<file path="config.mk">
export PLATFORM = sky130hd
export DESIGN_NAME = round_controller
export DESIGN_NICKNAME = d
export VERILOG_FILES = /design/src/rtl/round_controller.sv
export SDC_FILE = /design/constraint.sdc
export NUM_CORES = 1
export LEC_CHECK = 0
export ABC_AREA = 1
export CAP_MARGIN = 20
export CORE_ASPECT_RATIO = 1.4
export CORE_UTILIZATION = 47
export DETAILED_ROUTE_END_ITERATION = 8
export GPL_TIMING_DRIVEN = 1
export PLACE_DENSITY_LB_ADDON = 0.25
export RECOVER_POWER = 50
export REMOVE_ABC_BUFFERS = 1
export SLEW_MARGIN = 20
export SYNTH_ARGS = -nofsm -noshare
export SYNTH_HDL_FRONTEND = slang
export SYNTH_SLANG_ARGS = --single-unit
</file>
<file path="constraint.sdc">
create_clock -name clock -period 2.7 [get_ports clock]
set_clock_uncertainty 0.1 [all_clocks]
set_input_delay 0.405 -clock clock [delete_from_list [all_inputs] [get_ports clock]]
set_output_delay 0.405 -clock clock [all_outputs]
set_load 0.05 [all_outputs]
</file>
<file path="src/rtl/round_controller.sv">
// round_controller: turn sequencer for a two-player morse guessing game.
// Player 1 enters a secret word, player 2 tries to reproduce it; a match scores,
// a mismatch costs a life. Optional P2 entry timeout is compiled in with the
// ROUND_TIMER_EN macro; without it the timer output is tied to zero and tick is unused.
module round_controller #(
  parameter int unsigned START_LIVES = 3,
  parameter int unsigned TIME_LIMIT  = 30
) (
  input  logic       clock,
  input  logic       resetn,
  input  logic       start,
  input  logic       done_input,
  input  logic       tick,
  input  logic [9:0] p1_value,
  input  logic [9:0] p2_value,
  output logic       p1_enable,
  output logic       p2_resetn,
  output logic [9:0] code,
  output logic [3:0] score,
  output logic [1:0] lives,
  output logic [2:0] state,
  output logic [5:0] timer,
  output logic       hit,
  output logic       miss
);

  typedef enum logic [2:0] {
    IDLE      = 3'd0,
    P1_ENTRY  = 3'd1,
    P2_ENTRY  = 3'd2,
    CHECK     = 3'd3,
    ROUND_END = 3'd4,
    GAME_OVER = 3'd5
  } state_t;

  state_t state_q;
  logic   done_q;
  logic   done_evt;
  logic   force_miss;

  assign state    = state_q;
  assign done_evt = done_input & ~done_q;

`ifdef ROUND_TIMER_EN
  logic [5:0] timer_q;
  logic       timeout_q;
  assign timer      = timer_q;
  assign force_miss = timeout_q;
`else
  logic unused_tick;
  assign unused_tick = tick;
  assign timer       = '0;
  assign force_miss  = 1'b0;
`endif

  // Done key edge detector; reset presets the history high so a key held
  // through reset must be seen released before it can count.
  always_ff @(posedge clock or negedge resetn) begin
    if (!resetn) done_q <= 1'b1;
    else         done_q <= done_input;
  end

  // Round FSM with registered enables, score/lives bookkeeping and result pulses.
  always_ff @(posedge clock or negedge resetn) begin
    if (!resetn) begin
      state_q   <= IDLE;
      score     <= '0;
      lives     <= '0;
      code      <= '0;
      p1_enable <= 1'b0;
      p2_resetn <= 1'b0;
      hit       <= 1'b0;
      miss      <= 1'b0;
`ifdef ROUND_TIMER_EN
      timer_q   <= '0;
      timeout_q <= 1'b0;
`endif
    end else begin
      hit  <= 1'b0;
      miss <= 1'b0;
      case (state_q)
        IDLE, GAME_OVER: begin
          if (start) begin
            score     <= '0;
            lives     <= 2'(START_LIVES);
            code      <= '0;
            state_q   <= P1_ENTRY;
            p1_enable <= 1'b1;
            p2_resetn <= 1'b0;
          end
        end
        P1_ENTRY: begin
          if (done_evt && (p1_value != '0)) begin
            code      <= p1_value;
            state_q   <= P2_ENTRY;
            p1_enable <= 1'b0;
            p2_resetn <= 1'b1;
`ifdef ROUND_TIMER_EN
            timer_q   <= 6'(TIME_LIMIT);
            timeout_q <= 1'b0;
`endif
          end
        end
        P2_ENTRY: begin
          if (done_evt) begin
            state_q   <= CHECK;
            p2_resetn <= 1'b0;
`ifdef ROUND_TIMER_EN
            timeout_q <= 1'b0;
          end else if (tick) begin
            // Expiry is judged on the pre-decrement value so a done in the
            // same cycle (handled above) still wins.
            timer_q <= timer_q - 6'd1;
            if (timer_q <= 6'd1) begin
              state_q   <= CHECK;
              p2_resetn <= 1'b0;
              timeout_q <= 1'b1;
            end
`endif
          end
        end
        CHECK: begin
          if (!force_miss && (p2_value == code)) begin
            hit     <= 1'b1;
            state_q <= ROUND_END;
            if (score != 4'd15) score <= score + 4'd1;
          end else begin
            miss <= 1'b1;
            if (lives <= 2'd1) begin
              lives   <= '0;
              state_q <= GAME_OVER;
            end else begin
              lives   <= lives - 2'd1;
              state_q <= ROUND_END;
            end
          end
        end
        ROUND_END: begin
          state_q   <= P1_ENTRY;
          p1_enable <= 1'b1;
        end
        default: begin
          state_q   <= IDLE;
          p1_enable <= 1'b0;
          p2_resetn <= 1'b0;
        end
      endcase
    end
  end

endmodule

</file>
Word level (Yosys, flattened, before mapping)
Index checks and enable logic that the tools add are counted.

storage, ports and cells
  output and inout port bits = 29
  logic and storage cells = 71
  register bits = 24
  input bits = 25

operators by class
  bitwise gates (word level) = 4
  $lt $le $gt $ge = 1
  reduce and logical (&&, ||, !) cells = 14
  add/subtract/negate cells = 2
  equality and inequality tests = 13
  mux-type cells = 28

operators with widths
  kind                                                  count
  two-way mux 10 bit                                    2
  one-hot mux 10 bit (2 select lines)                   1
  one-hot mux 3 bit (5 select lines)                    1
  two-way mux 4 bit                                     3
  inequality test 2 bit (second input constant)         6
  AND reduction 3 bit                                   4
  two-way mux 1 bit                                     11
  equality test 10 bit                                  1
  nonzero test 10 bit                                   1
  two-way mux 3 bit                                     3
  one-hot mux 1 bit (4 select lines)                    2
  one-hot mux 4 bit (2 select lines)                    1
  AND reduction 4 bit                                   2
  equality test 3 x 2 -> 1 bit (second input constant)  2
  equality test 3 bit (second input constant)           2
  two-way mux 2 bit                                     3
  OR reduction 2 bit                                    3
  adder 4 x 1 -> 4 bit (second input constant)          1
  inequality test 4 bit (second input constant)         1
  one-hot mux 2 bit (2 select lines)                    1
  nonzero test 2 bit                                    2
  equality test 3 x 1 -> 1 bit (second input constant)  1
  logical NOT 3 bit                                     1
  inverter 1 bit                                        3
  other kinds (4)                                       4

Depth between registers and ports, before layout
Gate-level depths: netlist of run 1.

  depth in word-level cells = 5
  mapped depth = 11
  depth with buffers taken out = 11

Least setup slack after synthesis of run 1
OpenSTA, ideal clock, no wires.

  path kind = reg2reg
  start point = reg state_q[2] (netlist: state[2])
  end point = reg code[1]
  cell stages (with the launch flop) = 9
  data required time = 2.480 ns
  library setup time = 0.120 ns
  setup slack = 0.952 ns
  data arrival time = 1.528 ns
  cells stage by stage = dfrtp_1 inv_2 nor2_2 nor3_4 nand2_2 nand3_2 buf_6 nand2_1 o21ai_2

between the ends
  word-level cells in the longest chain between the ends = 4

ends and longest elaborated chain
  element                                                                       RTL line  RTL
  start, declared                                                               36        state_t state_q;
  start signal, assigned                                                        66        state_q <= IDLE;
  start signal, assigned                                                        87        state_q <= P1_ENTRY;
  start signal, assigned                                                        95        state_q <= P2_ENTRY;
  equality test 3 bit or logical NOT 3 bit (tied branches)                      81        case (state_q)
  OR reduction 2 bit                                                            81
  inequality test 2 bit (no source line) or nonzero test 2 bit (tied branches)  -
  AND reduction 3 bit (no source line)                                          -
  end signal, assigned                                                          94        code <= p1_value;
  end, declared                                                                 18        output logic [9:0] code,

Several ways; a longest one is shown, not always the timed one.
A chain may end at the register's enable or synchronous reset.

Final worst setup path of run 1
  start point = reg state_q[1] (netlist: state[1])
  end point = out state[1]

RTL lines
  element        RTL line  RTL
  end, declared  21        output logic [2:0] state,

No word-level cell between the ends.

==> flow_summary.ini, run 1 <==
[status]
status = completed

[critical_path]
path_max_fanout = 6
startpoint_type = register
r2r_cells = 7
critical_path_class = reg2out
worst-path-buf-inv = 1
crit_cells = 1
cpLargestDelayFamily = buffers and inverters
worst_path_max_delay_cell = clkdlybuf4s50_1
arrival_ps = 1690
max_stage_delay_ps = 870
end_kind = primary output
cp_cell_sequence = clkdlybuf4s50_1
cp_data_required_time_ps = 2190

[placed_design]
pre_cts_slack_ps = 576
place_hpwl_mm = 2.40
portBuffers = 46
gp_congestion = 0.842

[clock_tree]
hold_buffers = 0
cts.clk_slew.worst_paths_ps = 80
clockBufferDepth = 2
cts-root-buf = clkbuf_8
cts_setup_buffers = 0
cts_inserted_buffers = 3
h-tree-depth = 1
clkSinkCount = 24
clk_latency_ps = 270
cts-resized-gates = 0
cts_tree = built

[logic_synthesis]
synth_area_sq_um = 1420
ys_top_cells_by_area = dfrtp_1, nand2_1, inv_1
async_flop_share_pct = 100
synth_edf_count = 0
synth.distinct_cells = 26
ys.flop_type = dfrtp_1
synth_common_cells = nand2_1, inv_1, dfrtp_1
yosysSeqAreaShare_pct = 42.5
synth_warnings = 0
synth_top_area_share_pct = 40.7
yosysMostFrequentCell = nand2_1
synth-seq-cells = 24
netlist_instances = 184
syn-mean-instance-area_sq_um = 7.69
yosys.area.top_type = dfrtp_1

[timing]
rsz0062_at_grt = no
setup_viol = 0
final_max_slew_viol_count = 0
setup_ws_ps = 507
worstMarginPinSlew_ps = 1280
timing.hold.ws_ps = 403
fin_crit_sh_pct = 81.2
setup_tns_ps = 0
hold_viol = 0
period_minus_slack_ps = 2190
relSlewSlack_pct = 14.9
max_freq_mhz = 456

[cells_and_area]
fillers = 244
areaGrowthSynthToFinish_pct = 36.4
layout-drive-gt1-share_pct = 9.87
nets = 260
antenna_cells = 0

[grt]
overflow = 0
grt_use_met2_pct = 38.7
grt_max_degree = 25
met3_usage_pct = 3.20
grtUsageMet1_pct = 22.4
grt_pass1_wl_mm = 5.02
grt.busiest_layer = met2
antenna_found_initial = 0
grt_pass1_vias = 1181
track_usage_pct = 20.1

[floorplan]
dieHeight_microns = 66.9
num_rows = 23
initial_core_util_pct = 49.7
coreArea_sq_um = 2850
die_w_microns = 48.4
die_area_sq_um = 3240
ios = 54

[power_and_ir_drop]
leakage_nw = 0.950
p_per_area_nw_per_um2 = 1090
vdd_ir_drop_max_uv = 806
finalPower_mw = 2.10

[detailed_routing]
vias = 1294
drtIter0Drc = 34
routedWlPerCell_microns = 11.4
dr.pass1.iters = 4
remaining_drc_errors = 0
wirelength_mm = 3.09
ant_nets = 0
vias_per_cell = 4.79

[hold_path]
worstHoldPathCells = 2
hp-class = reg2reg

[job]
drv_cap = 0
-- power by group --
part           total, mW  internal [mW]  leakage (nW)  switching, mW
clock network      0.246          0.130        0.0288          0.115
logic               1.27          0.410         0.610          0.862
registers          0.585          0.475         0.310          0.110
-- per-layer routing --
metal | part of all wire, % | wire length (microns) | vias to the layer above
li1 | - | - | 666
met1 | 44 | 1350 | 584
met2 | 51 | 1560 | 39
met3 | 4.5 | 138 | 5
met4 | 1.3 | 41 | 0
met5 | 0 | 0 | -
-- flip-flops by register name, summed over array words and instances (netlist names) --
name / count
hit: 1
state: 3
code: 10
p1_enable: 1
done_q: 1
lives: 2
p2_resetn: 1
miss: 1
score: 4
-- per-stage QoR --
step | instances | instance area, sq um | util [%]
after CTS | 270 | 1950 | 68.3
after global placement | 266 | 1890 | 66.4
after global routing | 270 | 1930 | 67.8
final | 270 | 1930 | 67.8
after floorplan | 182 | 1380 | -
after detailed placement | 266 | 1890 | 66.4
-- final cells by class --
cell class | instances | area (sq um) | share of cell area (%)
clock buffers | 4 | 55.1 | 2.85
flip-flops and latches | 24 | 602 | 31.2
repair buffers | 47 | 464 | 24.0
well taps | 37 | 46.3 | 2.40
inverters | 27 | 101 | 5.25
multi-input cells | 131 | 662 | 34.3
-- cells in the final DEF, fill, tap and decap left out, drive strengths merged, types with 2 or more instances in the layout --
| cell | instances |
|---|---|
| nand2 | 52 |
| clkdlybuf4s50 | 42 |
| inv | 27 |
| dfrtp | 23 |
| nor2 | 22 |
| nand3 | 15 |
| o21ai | 14 |
| nand4 | 6 |
| conb | 6 |
| clkbuf | 5 |
| xnor2 | 4 |
| o22ai | 4 |
| dlygate4sd3 | 4 |
| nor3 | 3 |
| or2 | 2 |
| xor2 | 2 |
-- cells by family (layout without fill, tap and decap cells) --
group	after synthesis	after routing	share of synthesized area (%)
simple gates	100	100	33.2
buf+inv	34	78	11.1
flops	24	24	42.5
compound gates	18	18	8.31
xor+xnor	6	6	3.71
fa+ha+maj	1	1	0.884
other cells	1	6	0.265
-- path summary, 6_finish.rpt --
path                           start   endpoint  slack (ps)
hold reg to reg            p1_enable  p1_enable         400
setup / recovery            state[1]   state[1]         510
setup reg to reg            state[2]    code[0]         840
min in group asynchronous     resetn   lives[0]         840
hold / removal             p1_enable  p1_enable         400
max in group asynchronous     resetn    code[1]         910
No activity file was read; power rests on OpenSTA's default activity.
==> inputs of run 2 (changes only) <==
--- a/config.mk
+++ b/config.mk
@@ -8,7 +8,7 @@
 export ABC_AREA = 1
 export CAP_MARGIN = 20
 export CORE_ASPECT_RATIO = 1.4
-export CORE_UTILIZATION = 47
+export CORE_UTILIZATION = 44
 export DETAILED_ROUTE_END_ITERATION = 8
 export GPL_TIMING_DRIVEN = 1
 export PLACE_DENSITY_LB_ADDON = 0.25
==> constraint.sdc (replaced) <==
create_clock -name clock -period 2.2 [get_ports clock]
set_clock_uncertainty 0.1 [all_clocks]
set_input_delay 0.33 -clock clock [delete_from_list [all_inputs] [get_ports clock]]
set_output_delay 0.33 -clock clock [all_outputs]
set_load 0.05 [all_outputs]
==> run 2 against run 1 <==
Compared with the run above:
- core utilization fell by 5.0 points
- non-clock buffer count grew 2
- register-to-register slack got worse by 580 ps
- clock power is 7% higher
- flip-flop and latch count stayed put
- setup slack got worse by 420 ps
- via count fell by 0.85%
- clock-buffer cell count unchanged
- sequential power rose by 24%
- sequential share of layout area decreased by 0.18 points
- critical endpoint unchanged
- first-iteration DRC count down 15%
- largest cell class unchanged
==> flow_summary.ini, run 2 (synthesis gave the netlist of run 1 again) <==
[status]
status = completed

[cells_and_area]
top_register = code
largest_reg_flops = 10
layout_commonest_cell = nand2_1
stdcell_area_sq_um = 1940
finalNonFillerCells = 274
antenna_cells = 0
layout-drive-gt1-share_pct = 10.6
areaGrowthSynthToFinish_pct = 37.2
mostFrequentLayoutCells = nand2_1, clkdlybuf4s50_1, inv_1, dfrtp_1, nor2_1
nets = 262
fillers = 297

[timing]
worstMarginPinSlew_ps = 1320
relSlewSlack_pct = 12.1
final_max_slew_viol_count = 0
max_freq_mhz = 474
rsz0062_at_grt = no
setup_viol = 0
period_minus_slack_ps = 2110
hold_viol = 0
setup_ws_ps = 91.0
setup_tns_ps = 0
fin_crit_sh_pct = 95.9

[clock_tree]
hold_buffers = 0
cts_inserted_buffers = 3
cts_tree = built
cts-resized-gates = 0
h-tree-depth = 1
clk_latency_ps = 270
cts-root-buf = clkbuf_8
cts_setup_buffers = 0
cts.clk_slew.worst_paths_ps = 70
clockBufferDepth = 2
clkSinkCount = 24

[critical_path]
r2r_cells = 8
cp_cell_sequence = clkdlybuf4s50_1
critical_path_class = reg2out
startpoint_type = register
max_stage_delay_ps = 880
cpLargestDelayFamily = buffers and inverters
worst_path_max_delay_cell = clkdlybuf4s50_1
worst-path-buf-inv = 1
crit_cells = 1
end_kind = primary output
arrival_ps = 1680
path_max_fanout = 6
cp_data_required_time_ps = 1770

[detailed_routing]
vias_per_cell = 4.68
wl_met1_mm = 1.38
ant_nets = 0
routedWlPerCell_microns = 11.6
drtIter0Drc = 29
wl_met2_mm = 1.63
vias = 1283
remaining_drc_errors = 0
top_layer = met4
met3_length_microns = 118
wirelength_mm = 3.17
dr.pass1.iters = 4

[grt]
track_usage_pct = 20.0
antenna_found_initial = 0
overflow = 0
grt_pass1_wl_mm = 5.29
grt_pass1_vias = 1220
grt_max_degree = 25

[power_and_ir_drop]
leakage_nw = 0.952
finalPower_mw = 2.58
pwr-share-clk_pct = 10.2
internal_power_mw = 1.23
p_per_area_nw_per_um2 = 1330
p_sw_mw = 1.35
vdd_ir_drop_max_uv = 768
pwr-share-comb_pct = 61.7
netSwitchingFraction_pct = 52.4
p_seq_share_pct = 28.1

[floorplan]
coreArea_sq_um = 3090
num_rows = 24
ios = 54
die_area_sq_um = 3450
initial_core_util_pct = 45.8
dieHeight_microns = 69.1
die_w_microns = 49.9

[placed_design]
placed_cells = 270
pre_cts_slack_ps = 165
place_hpwl_mm = 2.41
placed_cell_area_sq_um = 1910
gp_congestion = 0.806
portBuffers = 46

[hold_path]
worstHoldPathCells = 2
hp-class = reg2reg

[job]
drv_cap = 0
[run 2: changes by cell type in the layout (fill, tap and decap cells not counted), sizes merged]
| cell | delta |
|---|---|
| dlygate4sd3 | -1 |
| clkbuf | +1 |
| clkdlybuf4s50 | +1 |
| buf | +1 |
[run 2: stage by stage]
step | hold WS, ps | utilization, %
6_report | 407 | 62.8
5_1_grt | 459 | 62.8
4_1_cts | 340 | 63.2
3_5_place_dp | 393 | 61.7
3_3_place_gp | 387 | 61.7
2_1_floorplan | -65.6 | -
[run 2: final timing paths]
path | from | end | slack, ps
min in group asynchronous | resetn | code[6] | 780
max | state[1] | state[1] | 90
min reg2reg | p1_enable | p1_enable | 410
max reg2reg | state[2] | code[8] | 260
max in group asynchronous | resetn | lives[1] | 440
min | p1_enable | p1_enable | 410
[run 2: area by class of cell]
| class | count | area [sq um] | share of cell area [%] |
|---|---|---|---|
| Clock buffer | 4 | 45.0 | 2.32 |
| Inverter | 27 | 101 | 5.22 |
| Multi-Input combinational cell | 131 | 669 | 34.5 |
| Sequential cell | 24 | 602 | 31.0 |
| Tap cell | 39 | 48.8 | 2.51 |
| Timing Repair Buffer | 49 | 475 | 24.5 |
[run 2: power by group through the flow]
stage	Combinational (mW)	Clock, mW	Sequential, mW
after floorplan	0.678	0	1.17
after global placement	1.60	0	0.728
after detailed placement	1.62	0	0.730
after CTS	1.62	0.272	0.722
after global routing	1.73	0.292	0.746
final	1.59	0.262	0.724
[run 2: routing by layer]
metal | up-vias | track usage [%]
li1 | 668 | -
met2 | 32 | 34.7
met4 | 0 | 7.62
met3 | 4 | 1.77
met5 | - | 0
met1 | 579 | 25.0
